[config.mk]
export PLATFORM = sky130hd
export DESIGN_NAME = parity_frame_tx
export DESIGN_NICKNAME = d
export VERILOG_FILES = /design/src/rtl/parity_tx_pkg.sv /design/src/rtl/odd_parity_gen.sv /design/src/rtl/parity_frame_tx.sv
export SDC_FILE = /design/constraint.sdc
export NUM_CORES = 1
export LEC_CHECK = 0
export ABC_AREA = 1
export CAP_MARGIN = 10
export CORE_UTILIZATION = 57
export CTS_BUF_LIST = sky130_fd_sc_hd__clkbuf_4
export CTS_CLUSTER_SIZE = 16
export DETAILED_ROUTE_END_ITERATION = 7
export PLACE_DENSITY = 0.83
export SLEW_MARGIN = 0
export SYNTH_ARGS = -nofsm -noshare
export SYNTH_HDL_FRONTEND = slang
export SYNTH_SLANG_ARGS = --single-unit
export TNS_END_PERCENT = 100
[constraint.sdc]
create_clock -name clk -period 2.46 [get_ports clk]
set_input_delay 0.492 -clock clk [delete_from_list [all_inputs] [get_ports clk]]
set_output_delay 0.492 -clock clk [all_outputs]
set_load 0.05 [all_outputs]
[src/rtl/parity_tx_pkg.sv]
// Shared types, widths and the odd-parity helper for the parity frame transmitter.
package parity_tx_pkg;

  localparam int DATA_W     = 5;
  localparam int FRAME_W    = 6;
  localparam int FRAME_BITS = 8;

  typedef enum logic [2:0] {
    IDLE   = 3'd0,
    START  = 3'd1,
    DATA   = 3'd2,
    PARITY = 3'd3,
    STOP   = 3'd4
  } tx_state_t;

  // Odd parity: the returned bit makes the {p, d} word carry an odd count of ones.
  function automatic logic odd_parity(logic [DATA_W-1:0] d);
    return ~^d;
  endfunction

endpackage

[src/rtl/odd_parity_gen.sv]
// Combinational 5-bit odd-parity generator; also used as the golden model on the checker side.
module odd_parity_gen
  import parity_tx_pkg::*;
(
  input  logic [DATA_W-1:0] d,
  output logic              p
);

  assign p = odd_parity(d);

endmodule

[src/rtl/parity_frame_tx.sv]
// Accepts a 5-bit word, emits {parity, data} in parallel and as a framed serial stream
// (start, d0..d4, parity, stop). Optional parity-error injection under PARITY_TX_ERR_INJ_EN.
module parity_frame_tx
  import parity_tx_pkg::*;
#(
  parameter int BIT_CYCLES = 4
) (
  input  logic               clk,
  input  logic               rst,
  input  logic               in_valid,
  input  logic [DATA_W-1:0]  in_data,
  output logic               in_ready,
`ifdef PARITY_TX_ERR_INJ_EN
  input  logic               err_inj,
`endif
  output logic [FRAME_W-1:0] frame_out,
  output logic               frame_valid,
  output logic               tx_out,
  output logic               busy,
  output tx_state_t          state_dbg
);

  localparam int CNT_W     = (BIT_CYCLES > 1) ? $clog2(BIT_CYCLES) : 1;
  localparam int STOP_LAST = (BIT_CYCLES > 1) ? BIT_CYCLES - 2 : 0;

  // Handshake: a word transfers at a rising edge where in_valid && in_ready.
  // The source holds in_valid/in_data stable until that edge.

  tx_state_t          state;
  logic [CNT_W-1:0]   cnt;
  logic [2:0]         idx;
  logic [DATA_W-1:0]  shreg;
  logic               par;
  logic               p_calc;
  logic               p_next;
  logic               bit_end;
  logic               handshake;

  odd_parity_gen u_par (
    .d (in_data),
    .p (p_calc)
  );

`ifdef PARITY_TX_ERR_INJ_EN
  assign p_next = p_calc ^ err_inj;
`else
  assign p_next = p_calc;
`endif

  assign in_ready  = (state == IDLE) && !rst;
  assign handshake = in_valid && in_ready;
  assign busy      = (state != IDLE);
  assign state_dbg = state;
  assign bit_end   = (cnt == CNT_W'(BIT_CYCLES - 1));

  // The last cycle of the stop bit is spent in IDLE (line already high) so the
  // next word can be accepted exactly 8*BIT_CYCLES after the previous one.
  always_ff @(posedge clk) begin
    if (rst) begin
      state       <= IDLE;
      cnt         <= '0;
      idx         <= '0;
      shreg       <= '0;
      par         <= 1'b0;
      frame_out   <= '0;
      frame_valid <= 1'b0;
      tx_out      <= 1'b1;
    end else begin
      frame_valid <= 1'b0;
      unique case (state)
        IDLE: begin
          tx_out <= 1'b1;
          cnt    <= '0;
          if (handshake) begin
            state       <= START;
            idx         <= '0;
            shreg       <= in_data;
            par         <= p_next;
            frame_out   <= {p_next, in_data};
            frame_valid <= 1'b1;
            tx_out      <= 1'b0;
          end
        end
        START: begin
          if (bit_end) begin
            state  <= DATA;
            cnt    <= '0;
            tx_out <= shreg[0];
          end else begin
            cnt <= cnt + 1'b1;
          end
        end
        DATA: begin
          if (bit_end) begin
            cnt <= '0;
            if (idx == 3'd4) begin
              state  <= PARITY;
              tx_out <= par;
            end else begin
              idx    <= idx + 3'd1;
              shreg  <= shreg >> 1;
              tx_out <= shreg[1];
            end
          end else begin
            cnt <= cnt + 1'b1;
          end
        end
        PARITY: begin
          if (bit_end) begin
            cnt    <= '0;
            tx_out <= 1'b1;
            if (BIT_CYCLES == 1) state <= IDLE;
            else                 state <= STOP;
          end else begin
            cnt <= cnt + 1'b1;
          end
        end
        STOP: begin
          if (cnt == CNT_W'(STOP_LAST)) begin
            state <= IDLE;
            cnt   <= '0;
          end else begin
            cnt <= cnt + 1'b1;
          end
        end
        default: begin
          state  <= IDLE;
          cnt    <= '0;
          tx_out <= 1'b1;
        end
      endcase
    end
  end

endmodule
== Yosys cells after proc, flatten, opt, wreduce, memory -nomap -nowiden ==
Cells that the tools add are included.

* Register bits: 22
* Input bits: 8
* Output and inout port bits: 13
* Logic and storage cells: 64

* $add $sub $neg: 2
* Equal/unequal tests: 14
* Mux-type cells: 25
* Bitwise logic cells: 2
* Reductions and logical operators: 13

{| class="wikitable"
|+ Operators by type and width
! operator !! number
|-
| 2-to-1 mux 3 bit || 9
|-
| 2-to-1 mux 5 bit || 3
|-
| case mux 3 bit (5 select lines) || 1
|-
| != test 2 bit (second input constant) || 7
|-
| case mux 5 bit (2 select lines) || 1
|-
| AND reduction 4 bit || 2
|-
| == test 3 x 2 -> 1 bit (second input constant) || 2
|-
| == test 3 bit (second input constant) || 2
|-
| 2-to-1 mux 1 bit || 6
|-
| case mux 3 bit (2 select lines) || 1
|-
| AND reduction 6 bit || 1
|-
| case mux 1 bit (5 select lines) || 1
|-
| XNOR reduction 5 bit || 1
|-
| == test 2 bit (second input constant) || 2
|-
| 2-to-1 mux 2 bit || 2
|-
| case mux 2 bit (2 select lines) || 1
|-
| adder 3 x 1 -> 3 bit (second input constant) || 1
|-
| == test 3 x 1 -> 1 bit (second input constant) || 1
|-
| logical NOT 3 bit || 1
|-
| nonzero test 3 bit || 1
|-
| OR reduction 3 bit || 1
|-
| adder 2 x 1 -> 2 bit (second input constant) || 1
|-
| logical AND 1 bit || 2
|-
| NOT 1 bit || 2
|-
| other kinds (4) || 4
|}

== Depth between registers and ports, before layout ==
Gate-level depths: netlist of run 1.

* Depth in word-level cells: 5
* Depth in mapped cells: 10
* Depth with buffers taken out: 10

== Cells and area by module ==
From an unflattened synthesis of run 1, not the netlist that was laid out.

* Cells, all modules: 163
* Area total of the unflattened synthesis: 1156.1 µm²

{| class="wikitable"
|+ Modules (own cells, without submodules)
! module !! times used !! cells an instance !! area an instance (µm²) !! sequential area each (µm²)
|-
| parity_frame_tx || 1 || 149 || 1091.0 || 420.4
|-
| odd_parity_gen || 1 || 14 || 65.1 || 0.0
|}

== Worst setup path before layout of run 1 ==
No wires, ideal clock.

* Path type: reg2out
* Start: register state[2] (netlist: state_dbg[2])
* End: output in_ready
* Data arrival time: 1.908 ns
* Data required time: 1.968 ns
* Slack: 0.060 ns
* Stages on the path, launching flop included: 4
* Path buffers: 0
* Cell sequence: dfxtp_1 > nor2_4 > nand2_1 > nor2_1

* Longest elaborated chain between the ends: 2

{| class="wikitable"
|+ RTL lines
! element !! line !! RTL
|-
| from (decl) || parity_frame_tx.sv:29 || <nowiki>tx_state_t state;</nowiki>
|-
| from (signal assigned) || parity_frame_tx.sv:60 || <nowiki>state <= IDLE;</nowiki>
|-
| from (signal assigned) || parity_frame_tx.sv:75 || <nowiki>state <= START;</nowiki>
|-
| from (signal assigned) || parity_frame_tx.sv:86 || <nowiki>state <= DATA;</nowiki>
|-
| logical NOT 3 bit || parity_frame_tx.sv:50 || <nowiki>assign in_ready = (state == IDLE) && !rst;</nowiki>
|-
| logical AND 1 bit || parity_frame_tx.sv:50 ||
|-
| to (decl) || parity_frame_tx.sv:12 || <nowiki>output logic in_ready,</nowiki>
|}

Every way passes these cells.

== Worst setup path after layout of run 1 ==
* Start: register state[2] (netlist: state_dbg[2])
* End: output busy

* Longest elaborated chain between the ends: 1

{| class="wikitable"
|+ RTL lines
! element !! line !! RTL
|-
| nonzero test 3 bit || parity_frame_tx.sv:52 || <nowiki>assign busy = (state != IDLE);</nowiki>
|-
| to (decl) || parity_frame_tx.sv:19 || <nowiki>output logic busy,</nowiki>
|}

Every way passes these cells.

==> impl_metrics.env, run 1 <==
export IMPL_status="complete, no violations"
export IMPL_wire_per_inst_um=11.8
export IMPL_hold_buffers=0
export IMPL_num_nets_final=198
export IMPL_overflow=0
export IMPL_synth_xor_area_frac=0.0153
export IMPL_drive_above_1_share=0.115
export IMPL_fp_dieH_um=46.8
export IMPL_reg2reg_to="state_dbg[0]$_SDFFE_PP0P_"
export IMPL_synth_fa_ha_area_frac=0.0655
export IMPL_cts_root_buffer="clkbuf_4"
export IMPL_r2r_slack_ps=1040
export IMPL_grt_max_degree=14
export IMPL_hpwl_mm=1.93
export IMPL_tightest_slew_ps=505
export IMPL_wl_met2_mm=1.13
export IMPL_area_growth_pct=21.7
export IMPL_drt_iter0_markers=37
export IMPL_synth_edf_count=0
export IMPL_cts_made_buffers=3
export IMPL_synth_fp_nets=175
export IMPL_yosysTopAreaCellShare=0.367
export IMPL_synthTopCellsByArea="dfxtp_1 37%, nand2_1 15%, ha_1 6.6%"
export IMPL_hold_path_endpoint="shreg[4]$_SDFFE_PP0P_"
export IMPL_n_fill_cell=134
export IMPL_combPwrFrac=0.564
export IMPL_placementRows=15
export IMPL_setup_violations=0
export IMPL_ios=21
export IMPL_cp_end_kind="output port"
export IMPL_topRoutingLayerUsed="met4"
export IMPL_timing_fmax_ghz=0.422
export IMPL_finalWeightedCongestion=0.868
export IMPL_p_seq_frac=0.321
export IMPL_initial_core_util=0.636
export IMPL_ir_worst_vdd_mv=0.797
export IMPL_r2r_start="state_dbg[0]$_SDFFE_PP0P_"
export IMPL_grt_pass1_wl_mm=3.96
export IMPL_p_leak_nw=0.636
export IMPL_period_share=0.964
export IMPL_power_density_nw_per_um2=1090
export IMPL_postCtsSetupBuffers=0
export IMPL_synth_mux_area_frac=0
export IMPL_p_int_w=0.000777
export IMPL_ys_flop_type="dfxtp_1"
export IMPL_syn_area_sq_um=1150
export IMPL_yosys_area_share_simple=0.371
export IMPL_ys_types=23
export IMPL_whs_ps=467
export IMPL_p_switching_w=0.000740
export IMPL_maxCapViolCount=0
export IMPL_grt_usage=0.252
export IMPL_cts_htree_levels=1
export IMPL_clk_path_buf_depth=2
export IMPL_detail_route_antenna_nets=0
export IMPL_startpoint_type="flop"
export IMPL_met1Wirelength_mm=1.16
export IMPL_dr_pass1_iters=4
export IMPL_syn_inst=161
export IMPL_rsz0062_at_grt="no"
export IMPL_whs_path_depth=2
export IMPL_drc_errors=0
export IMPL_crit_required_ps=1970
export IMPL_place_area_sq_um=1370
export IMPL_port_buffers=20
export IMPL_core_area_sq_um=1800
export IMPL_wl_met3_um=149
export IMPL_arrival_ps=1880
export IMPL_avgSynthCellArea_sq_um=7.12
export IMPL_grt_antenna_before_repair=0
export IMPL_fp_dieW_um=46.8
export IMPL_synth_top_area_cell="dfxtp_1"
export IMPL_cts_resized=0
export IMPL_yosysWarnings=0
export IMPL_clkLatencyLatePin_ps=300
export IMPL_dieArea_sq_um=2190
export IMPL_cts_tree="built"
export IMPL_multi_input_comb_area_sq_um=614
export IMPL_viasPerCell=5.18
export IMPL_clock_sinks=21
export IMPL_fin_skew_ps=4.05
export IMPL_ys_seq_elements=21
export IMPL_num_antenna_cells=0
export IMPL_cp_max_fo=7
export IMPL_slew_headroom=0.662
export IMPL_synthArstFlopShare=0
export IMPL_drt_wl_total_mm=2.45
export IMPL_synth_seq_area_share=0.367
export IMPL_path_class="flop to output port"
export IMPL_final_area_sq_um=1400
export IMPL_period_minus_slack_ps=2370
export IMPL_swShare=0.488
export IMPL_p_clk_frac=0.115
export IMPL_hold_class="flop to flop"
export IMPL_setup_tns_ps=0
export IMPL_synth_top_family_by_area="simple AND/OR/NAND/NOR gates"
export IMPL_num_vias=1077
export IMPL_hp_start="shreg[4]$_SDFFE_PP0P_"
export IMPL_path_clk_slew_ps=110
export IMPL_seq_area_sq_um=420
export IMPL_final_max_slew_violation_count=0
export IMPL_worst_r2r_path_depth=7
export IMPL_finalHoldViolCount=0
export IMPL_grt_pass1_vias=940
export IMPL_synth_compound_area_frac=0.0841
[metal layers]
metal / up-vias / GRT usage
met5: - / 0
met4: 0 / 0.0571
met3: 2 / 0.0385
met2: 40 / 0.411
met1: 487 / 0.352
li1: 548 / -
[final cells by class]
cell class | count | area share
inverter | 19 | 0.0529
timing repair buffer | 22 | 0.161
multi-input combinational | 117 | 0.440
tap | 25 | 0.0224
clock buffer | 4 | 0.0215
sequential | 21 | 0.301
[logic make-up (layout without fill, tap and decap cells)]
family,Yosys count,in the layout
buffers and inverters,23,45
adder cells (fa/ha/maj),6,6
XOR/XNOR,2,2
AO/OA/AOI/OAI,18,18
AND/OR/NAND/NOR,91,91
flip-flops,21,21
[worst max-delay path by stage]
stage / from / end / slack, ps / cells past startpoint
detailed placement: rst / state_dbg[0]$_SDFFE_PP0P_ / 430 / 8
floorplan: state_dbg[2]$_SDFFE_PP0P_ / in_ready / 60 / 3
global placement: rst / state_dbg[0]$_SDFFE_PP0P_ / 460 / 7
global route: state_dbg[2]$_SDFFE_PP0P_ / busy / 30 / 3
finish: state_dbg[2]$_SDFFE_PP0P_ / busy / 90 / 3
CTS: state_dbg[2]$_SDFFE_PP0P_ / busy / 90 / 3
[through the flow]
| step | std cells | util | total power [W] | setup slack (ps) |
|---|---|---|---|---|
| finish | 208 | 0.774 | 0.00152 | 88.1 |
| global route | 208 | 0.774 | 0.00162 | 26.3 |
| CTS | 208 | 0.774 | 0.00152 | 88.9 |
| detailed placement | 204 | 0.758 | 0.00134 | 427 |
| global placement | 204 | 0.758 | 0.00132 | 459 |
| floorplan | 161 | - | 0.00111 | 59.6 |
[synth_stat cells, types with 2 or more instances]
library cell and n:
nand2_1 45, dfxtp_1 21, nor2_1 19, inv_1 16, nand3_1 14, o21ai_0 11, a21oi_1 6, ha_1 6
nand2_2 3, buf_4 2, buf_6 2, inv_2 2, nor2_2 2, nor2_4 2, xnor2_1 2
[registers in the layout, summed over array words and instances, names as in the netlist]
signal and count:
cnt 2, frame_out 5, frame_valid 1, idx 3
par 1, shreg 5, state_dbg 3, tx_out 1
[layout by cell type, fill, tap and decap left out, types with 2 or more instances in the layout]
cell              n
o21ai_0          11
inv_1            16
clkdlybuf4s50_1  19
nand2_1          45
a21oi_1           6
dfxtp_1          21
nor2_4            2
ha_1              6
nor2_1           19
nand3_1          14
inv_2             2
clkbuf_4          4
nand2_2           3
buf_4             2
nor2_2            2
xnor2_1           2
[critical path, stage by stage, from the launching register on]
cell             delay [ps]
dfxtp_1                 530
nor2_4                  100
nand2_1                 140
clkdlybuf4s50_1         820
[power groups by stage]
stage / clock network [W] / registers, W / logic [W]
after floorplan: 0 / 0.000623 / 0.000485
after global placement: 0 / 0.000488 / 0.000832
final: 0.000175 / 0.000487 / 0.000856
after CTS: 0.000177 / 0.000486 / 0.000857
after detailed placement: 0 / 0.000493 / 0.000849
after global routing: 0.000192 / 0.000495 / 0.000932
(Power assumes the default switching activity.)
==> run 2: changes to the inputs <==
--- a/config.mk
+++ b/config.mk
@@ -11,7 +11,7 @@
 export CTS_BUF_LIST = sky130_fd_sc_hd__clkbuf_4
 export CTS_CLUSTER_SIZE = 16
 export DETAILED_ROUTE_END_ITERATION = 7
-export PLACE_DENSITY = 0.83
+export PLACE_DENSITY = 0.91
 export SLEW_MARGIN = 0
 export SYNTH_ARGS = -nofsm -noshare
 export SYNTH_HDL_FRONTEND = slang
==> run 2 against run 1 <==
Worst hold slack better by 8.2 ps. Utilization is 0.14 points lower. Register-to-register slack lost 20 ps. Count of clock-buffer cells in the layout fell by 1. Total power hardly changed. Clock power about the same. Fmax up 0.40%. Flip-flop and latch count did not move.
==> impl_metrics.env, run 2 (same netlist as run 1, synthesis figures left out) <==
export IMPL_status="complete, no violations"
export IMPL_path_clk_slew_ps=120
export IMPL_cts_htree_levels=1
export IMPL_dieArea_sq_um=2190
export IMPL_port_buffers=20
export IMPL_worst_r2r_path_depth=7
export IMPL_hold_class="flop to flop"
export IMPL_drt_iter0_markers=32
export IMPL_power_density_nw_per_um2=1090
export IMPL_grt_pass1_vias=938
export IMPL_crit_chain="nor2_4 -> nand2_1 -> clkdlybuf4s50_1"
export IMPL_timing_fmax_ghz=0.423
export IMPL_fin_skew_ps=1.65
export IMPL_maxCapViolCount=0
export IMPL_hold_buffers=0
export IMPL_dr_pass1_iters=4
export IMPL_overflow=0
export IMPL_path_class="flop to output port"
export IMPL_cp_end_kind="output port"
export IMPL_combPwrFrac=0.569
export IMPL_top_regs="frame_out x5, shreg x5"
export IMPL_p_seq_frac=0.317
export IMPL_hpwl_mm=1.84
export IMPL_final_area_sq_um=1390
export IMPL_place_area_sq_um=1370
export IMPL_num_antenna_cells=0
export IMPL_swShare=0.496
export IMPL_clkLatencyLatePin_ps=320
export IMPL_num_nets_final=198
export IMPL_grt_usage=0.242
export IMPL_initial_core_util=0.636
export IMPL_period_share=0.960
export IMPL_period_minus_slack_ps=2360
export IMPL_whs_path_depth=2
export IMPL_placementRows=15
export IMPL_p_int_w=0.000764
export IMPL_final_max_slew_violation_count=0
export IMPL_setup_violations=0
export IMPL_p_clk_frac=0.114
export IMPL_drive_above_1_share=0.115
export IMPL_p_switching_w=0.000753
export IMPL_slew_headroom=0.630
export IMPL_ios=21
export IMPL_core_area_sq_um=1800
export IMPL_startpoint_type="flop"
export IMPL_grt_max_degree=14
export IMPL_wire_per_inst_um=11.6
export IMPL_cp_slowest_cell="clkdlybuf4s50_1"
export IMPL_postCtsSetupBuffers=0
export IMPL_cp_max_fo=7
export IMPL_cts_tree="built"
export IMPL_grt_antenna_before_repair=0
export IMPL_arrival_ps=1870
export IMPL_clk_path_buf_depth=2
export IMPL_fp_dieW_um=46.8
export IMPL_viasPerCell=5.18
export IMPL_cts_resized=0
export IMPL_tightest_slew_ps=553
export IMPL_cts_root_buffer="clkbuf_4"
export IMPL_clock_sinks=21
export IMPL_num_vias=1077
export IMPL_drc_errors=0
export IMPL_rsz0062_at_grt="no"
export IMPL_area_growth_pct=21.5
export IMPL_p_leak_nw=0.635
export IMPL_detail_route_antenna_nets=0
export IMPL_cts_made_buffers=3
export IMPL_critical_path_max_stage_delay_ps=810
export IMPL_ir_worst_vdd_mv=0.815
export IMPL_grt_pass1_wl_mm=3.74
export IMPL_setup_tns_ps=0
export IMPL_finalWeightedCongestion=0.884
export IMPL_final_common_cell="nand2_1"
export IMPL_finalHoldViolCount=0
export IMPL_drt_wl_total_mm=2.41
export IMPL_final_cell_mix="45 x nand2_1, 21 x dfxtp_1, 19 x nor2_1, 19 x clkdlybuf4s50_1, 16 x inv_1"
export IMPL_crit_required_ps=1970
export IMPL_fp_dieH_um=46.8
## run 2: cell count changes in the layout (fill, tap and decap cells not counted)
cell | before | now
clkbuf_4 | 4 | 3
clkinv_2 | 0 | 1
## run 2: path summary, 6_finish.rpt
| check | slack, ps | endpoint | from |
|---|---|---|---|
| setup / recovery | 100 | busy | state_dbg[2]$_SDFFE_PP0P_ |
| hold reg to reg | 480 | shreg[4]$_SDFFE_PP0P_ | shreg[4]$_SDFFE_PP0P_ |
| setup reg to reg | 1020 | state_dbg[0]$_SDFFE_PP0P_ | state_dbg[2]$_SDFFE_PP0P_ |
| hold / removal | 480 | shreg[4]$_SDFFE_PP0P_ | shreg[4]$_SDFFE_PP0P_ |
## run 2: final cells by class
cell class,count,area (sq um)
flip-flops and latches,21,420
inverters,19,73.8
multi-input cells,117,614
well taps,25,31.3
repair buffers,22,225
clock buffers,3,22.5
clock inverters,1,5.00
fillers,143,409
## run 2: routing by layer
| metal | part of all wire | vias to the layer above | GRT usage |
|---|---|---|---|
| li1 | - | 549 | - |
| met4 | 0.026 | 0 | 0.120 |
| met3 | 0.041 | 6 | 0.0538 |
| met1 | 0.44 | 489 | 0.276 |
| met5 | 0 | - | 0 |
| met2 | 0.49 | 33 | 0.425 |
## run 2: power by group through the flow
stage	clock (W)	sequential (W)	combinational (W)
floorplan	0	0.000623	0.000485
global placement	0	0.000484	0.000836
detailed placement	0	0.000489	0.000862
CTS	0.000174	0.000480	0.000865
global route	0.000186	0.000493	0.000925
finish	0.000174	0.000480	0.000863
## run 2: through the flow
stage          cells  worst slack (ps)  utilization  total power (W)  hold WS, ps
2_1_floorplan    161              59.6            -          0.00111          437
3_3_place_gp     204               495        0.758          0.00132          453
3_5_place_dp     204               457        0.758          0.00135          458
4_1_cts          208              93.3        0.773          0.00152          473
5_1_grt          208              28.6        0.773          0.00160          500
6_report         208              97.6        0.773          0.00152          475
## run 2: worst max-delay path, delay by kind of cell (launching register included)
kind          cells  cell delay [ps]
simple gates      2              200
buf+inv           1              810
flops             1              550
==> run 3: changes to the inputs <==
--- a/config.mk
+++ b/config.mk
@@ -6,12 +6,12 @@
 export NUM_CORES = 1
 export LEC_CHECK = 0
 export ABC_AREA = 1
-export CAP_MARGIN = 10
-export CORE_UTILIZATION = 57
+export CORE_MARGIN = 2
+export CORE_UTILIZATION = 46
 export CTS_BUF_LIST = sky130_fd_sc_hd__clkbuf_4
 export CTS_CLUSTER_SIZE = 16
 export DETAILED_ROUTE_END_ITERATION = 7
-export PLACE_DENSITY = 0.91
+export PLACE_DENSITY = 0.77
 export SLEW_MARGIN = 0
 export SYNTH_ARGS = -nofsm -noshare
 export SYNTH_HDL_FRONTEND = slang
==> run 3 against run 2 <==
Setup slack better by 6.6 ps. Sequential share of layout area shrank 0.13 points. Utilization down 19 points. Fmax increased by 0.28%. Die area increased by 32%. Critical path depth stayed put. First-iteration DRC count decreased by 9.4%. Register-to-register slack about the same. Final area increased by 0.45%. Via count down 1.9%. Flip-flop and latch count stayed put. Critical path type unchanged. Largest power group unchanged.
==> impl_metrics.env, run 3 (same netlist as run 1, synthesis figures left out) <==
export IMPL_hold_buffers=0
export IMPL_critical_path_max_stage_delay_ps=810
export IMPL_final_max_slew_violation_count=0
export IMPL_finalHoldViolCount=0
export IMPL_core_area_sq_um=2410
export IMPL_clock_sinks=21
export IMPL_grt_pass1_wl_mm=4.24
export IMPL_num_vias=1056
export IMPL_fin_ws_ps=104
export IMPL_port_buffers=20
export IMPL_cts_made_buffers=3
export IMPL_drc_errors=0
export IMPL_place_area_sq_um=1370
export IMPL_drt_wl_total_mm=2.46
export IMPL_p_total_w=0.00151
export IMPL_status="complete, no violations"
export IMPL_cp_max_fo=7
export IMPL_crit_chain="nor2_4 -> nand2_1 -> clkdlybuf4s50_1"
export IMPL_startpoint="state_dbg[2]$_SDFFE_PP0P_"
export IMPL_grt_usage=0.204
export IMPL_arrival_ps=1860
export IMPL_path_class="flop to output port"
export IMPL_period_share=0.958
export IMPL_timing_fmax_ghz=0.424
export IMPL_p_leak_nw=0.635
export IMPL_ir_worst_vdd_mv=0.749
export IMPL_initial_core_util=0.476
export IMPL_power_density_nw_per_um2=1080
export IMPL_hp_start="shreg[4]$_SDFFE_PP0P_"
export IMPL_slew_headroom=0.667
export IMPL_drt_iter0_markers=29
export IMPL_grt_pass1_vias=1023
export IMPL_finalWeightedCongestion=0.762
export IMPL_r2r_start="state_dbg[2]$_SDFFE_PP0P_"
export IMPL_ios=21
export IMPL_hpwl_mm=1.89
export IMPL_cp_slowest_cell="clkdlybuf4s50_1"
export IMPL_viasPerCell=4.96
export IMPL_setup_tns_ps=0
export IMPL_dieArea_sq_um=2910
export IMPL_clkLatencyLatePin_ps=310
export IMPL_fp_dieH_um=53.9
export IMPL_wire_per_inst_um=11.6
export IMPL_final_cell_mix="45 x nand2_1, 21 x dfxtp_1, 19 x nor2_1, 19 x clkdlybuf4s50_1, 16 x inv_1"
export IMPL_tightest_slew_ps=498
export IMPL_cp_end_kind="output port"
export IMPL_cts_tree="built"
export IMPL_dr_pass1_iters=4
export IMPL_overflow=0
export IMPL_maxCapViolCount=0
export IMPL_clk_path_buf_depth=2
export IMPL_hold_class="flop to flop"
export IMPL_postCtsSetupBuffers=0
export IMPL_top_regs="frame_out x5, shreg x5"
export IMPL_area_growth_pct=22.1
export IMPL_cts_root_buffer="clkbuf_4"
export IMPL_cts_resized=0
export IMPL_multi_input_comb_area_sq_um=614
export IMPL_fin_skew_ps=3.11
export IMPL_period_minus_slack_ps=2360
export IMPL_placementRows=18
export IMPL_final_common_cell="nand2_1"
export IMPL_n_fill_cell=214
export IMPL_detail_route_antenna_nets=0
export IMPL_startpoint_type="flop"
export IMPL_cts_htree_levels=1
export IMPL_final_area_sq_um=1400
export IMPL_grt_max_degree=14
export IMPL_crit_required_ps=1970
export IMPL_path_clk_slew_ps=120
export IMPL_fp_dieW_um=53.9
export IMPL_pre_cts_slack_ps=463
export IMPL_setup_violations=0
export IMPL_seq_area_sq_um=420
export IMPL_grt_antenna_before_repair=0
export IMPL_num_antenna_cells=0
export IMPL_drive_above_1_share=0.115
export IMPL_num_nets_final=198
export IMPL_rsz0062_at_grt="no"
## run 3: cell counts in the layout (fill, tap and decap cells not counted)
Identical to the previous run, type by type.
## run 3: worst paths after layout
kind	cells past startpoint	slack (ps)	to
max	3	100	busy
min	2	470	shreg[4]$_SDFFE_PP0P_
max reg2reg	7	1030	state_dbg[0]$_SDFFE_PP0P_
min reg2reg	2	470	shreg[4]$_SDFFE_PP0P_
## run 3: where the power goes
part / switching, W / leakage [nW] / internal, W
Clock: 0.000107 / 0.0177 / 0.0000607
Combinational: 0.000578 / 0.445 / 0.000286
Sequential: 0.0000650 / 0.172 / 0.000418
Total: 0.000750 / 0.635 / 0.000765
## run 3: final cells by class
cell class | count | share of cell area
flip-flops and latches | 21 | 0.301
clock inverters | 1 | 0.00358
inverters | 19 | 0.0528
well taps | 30 | 0.0268
repair buffers | 22 | 0.161
multi-input cells | 117 | 0.439
clock buffers | 3 | 0.0161
## run 3: metrics by stage
| step | util | hold slack, ps | instances |
|---|---|---|---|
| floorplan | - | 437 | 161 |
| global placement | 0.569 | 451 | 209 |
| detailed placement | 0.569 | 457 | 209 |
| CTS | 0.580 | 472 | 213 |
| global route | 0.580 | 487 | 213 |
| finish | 0.580 | 469 | 213 |
## run 3: critical path: cells and delay by family (launching register included)
family	cells	cell delay [ps]
flops	1	540
buf+inv	1	810
simple gates	2	200
## run 3: metal layers
metal  part of all wire  track usage  up-vias
met5                  0            0        -
met2               0.51        0.374       20
met1               0.44        0.227      481
met3              0.030       0.0361        4
met4              0.014       0.0897        0
li1                   -            -      551
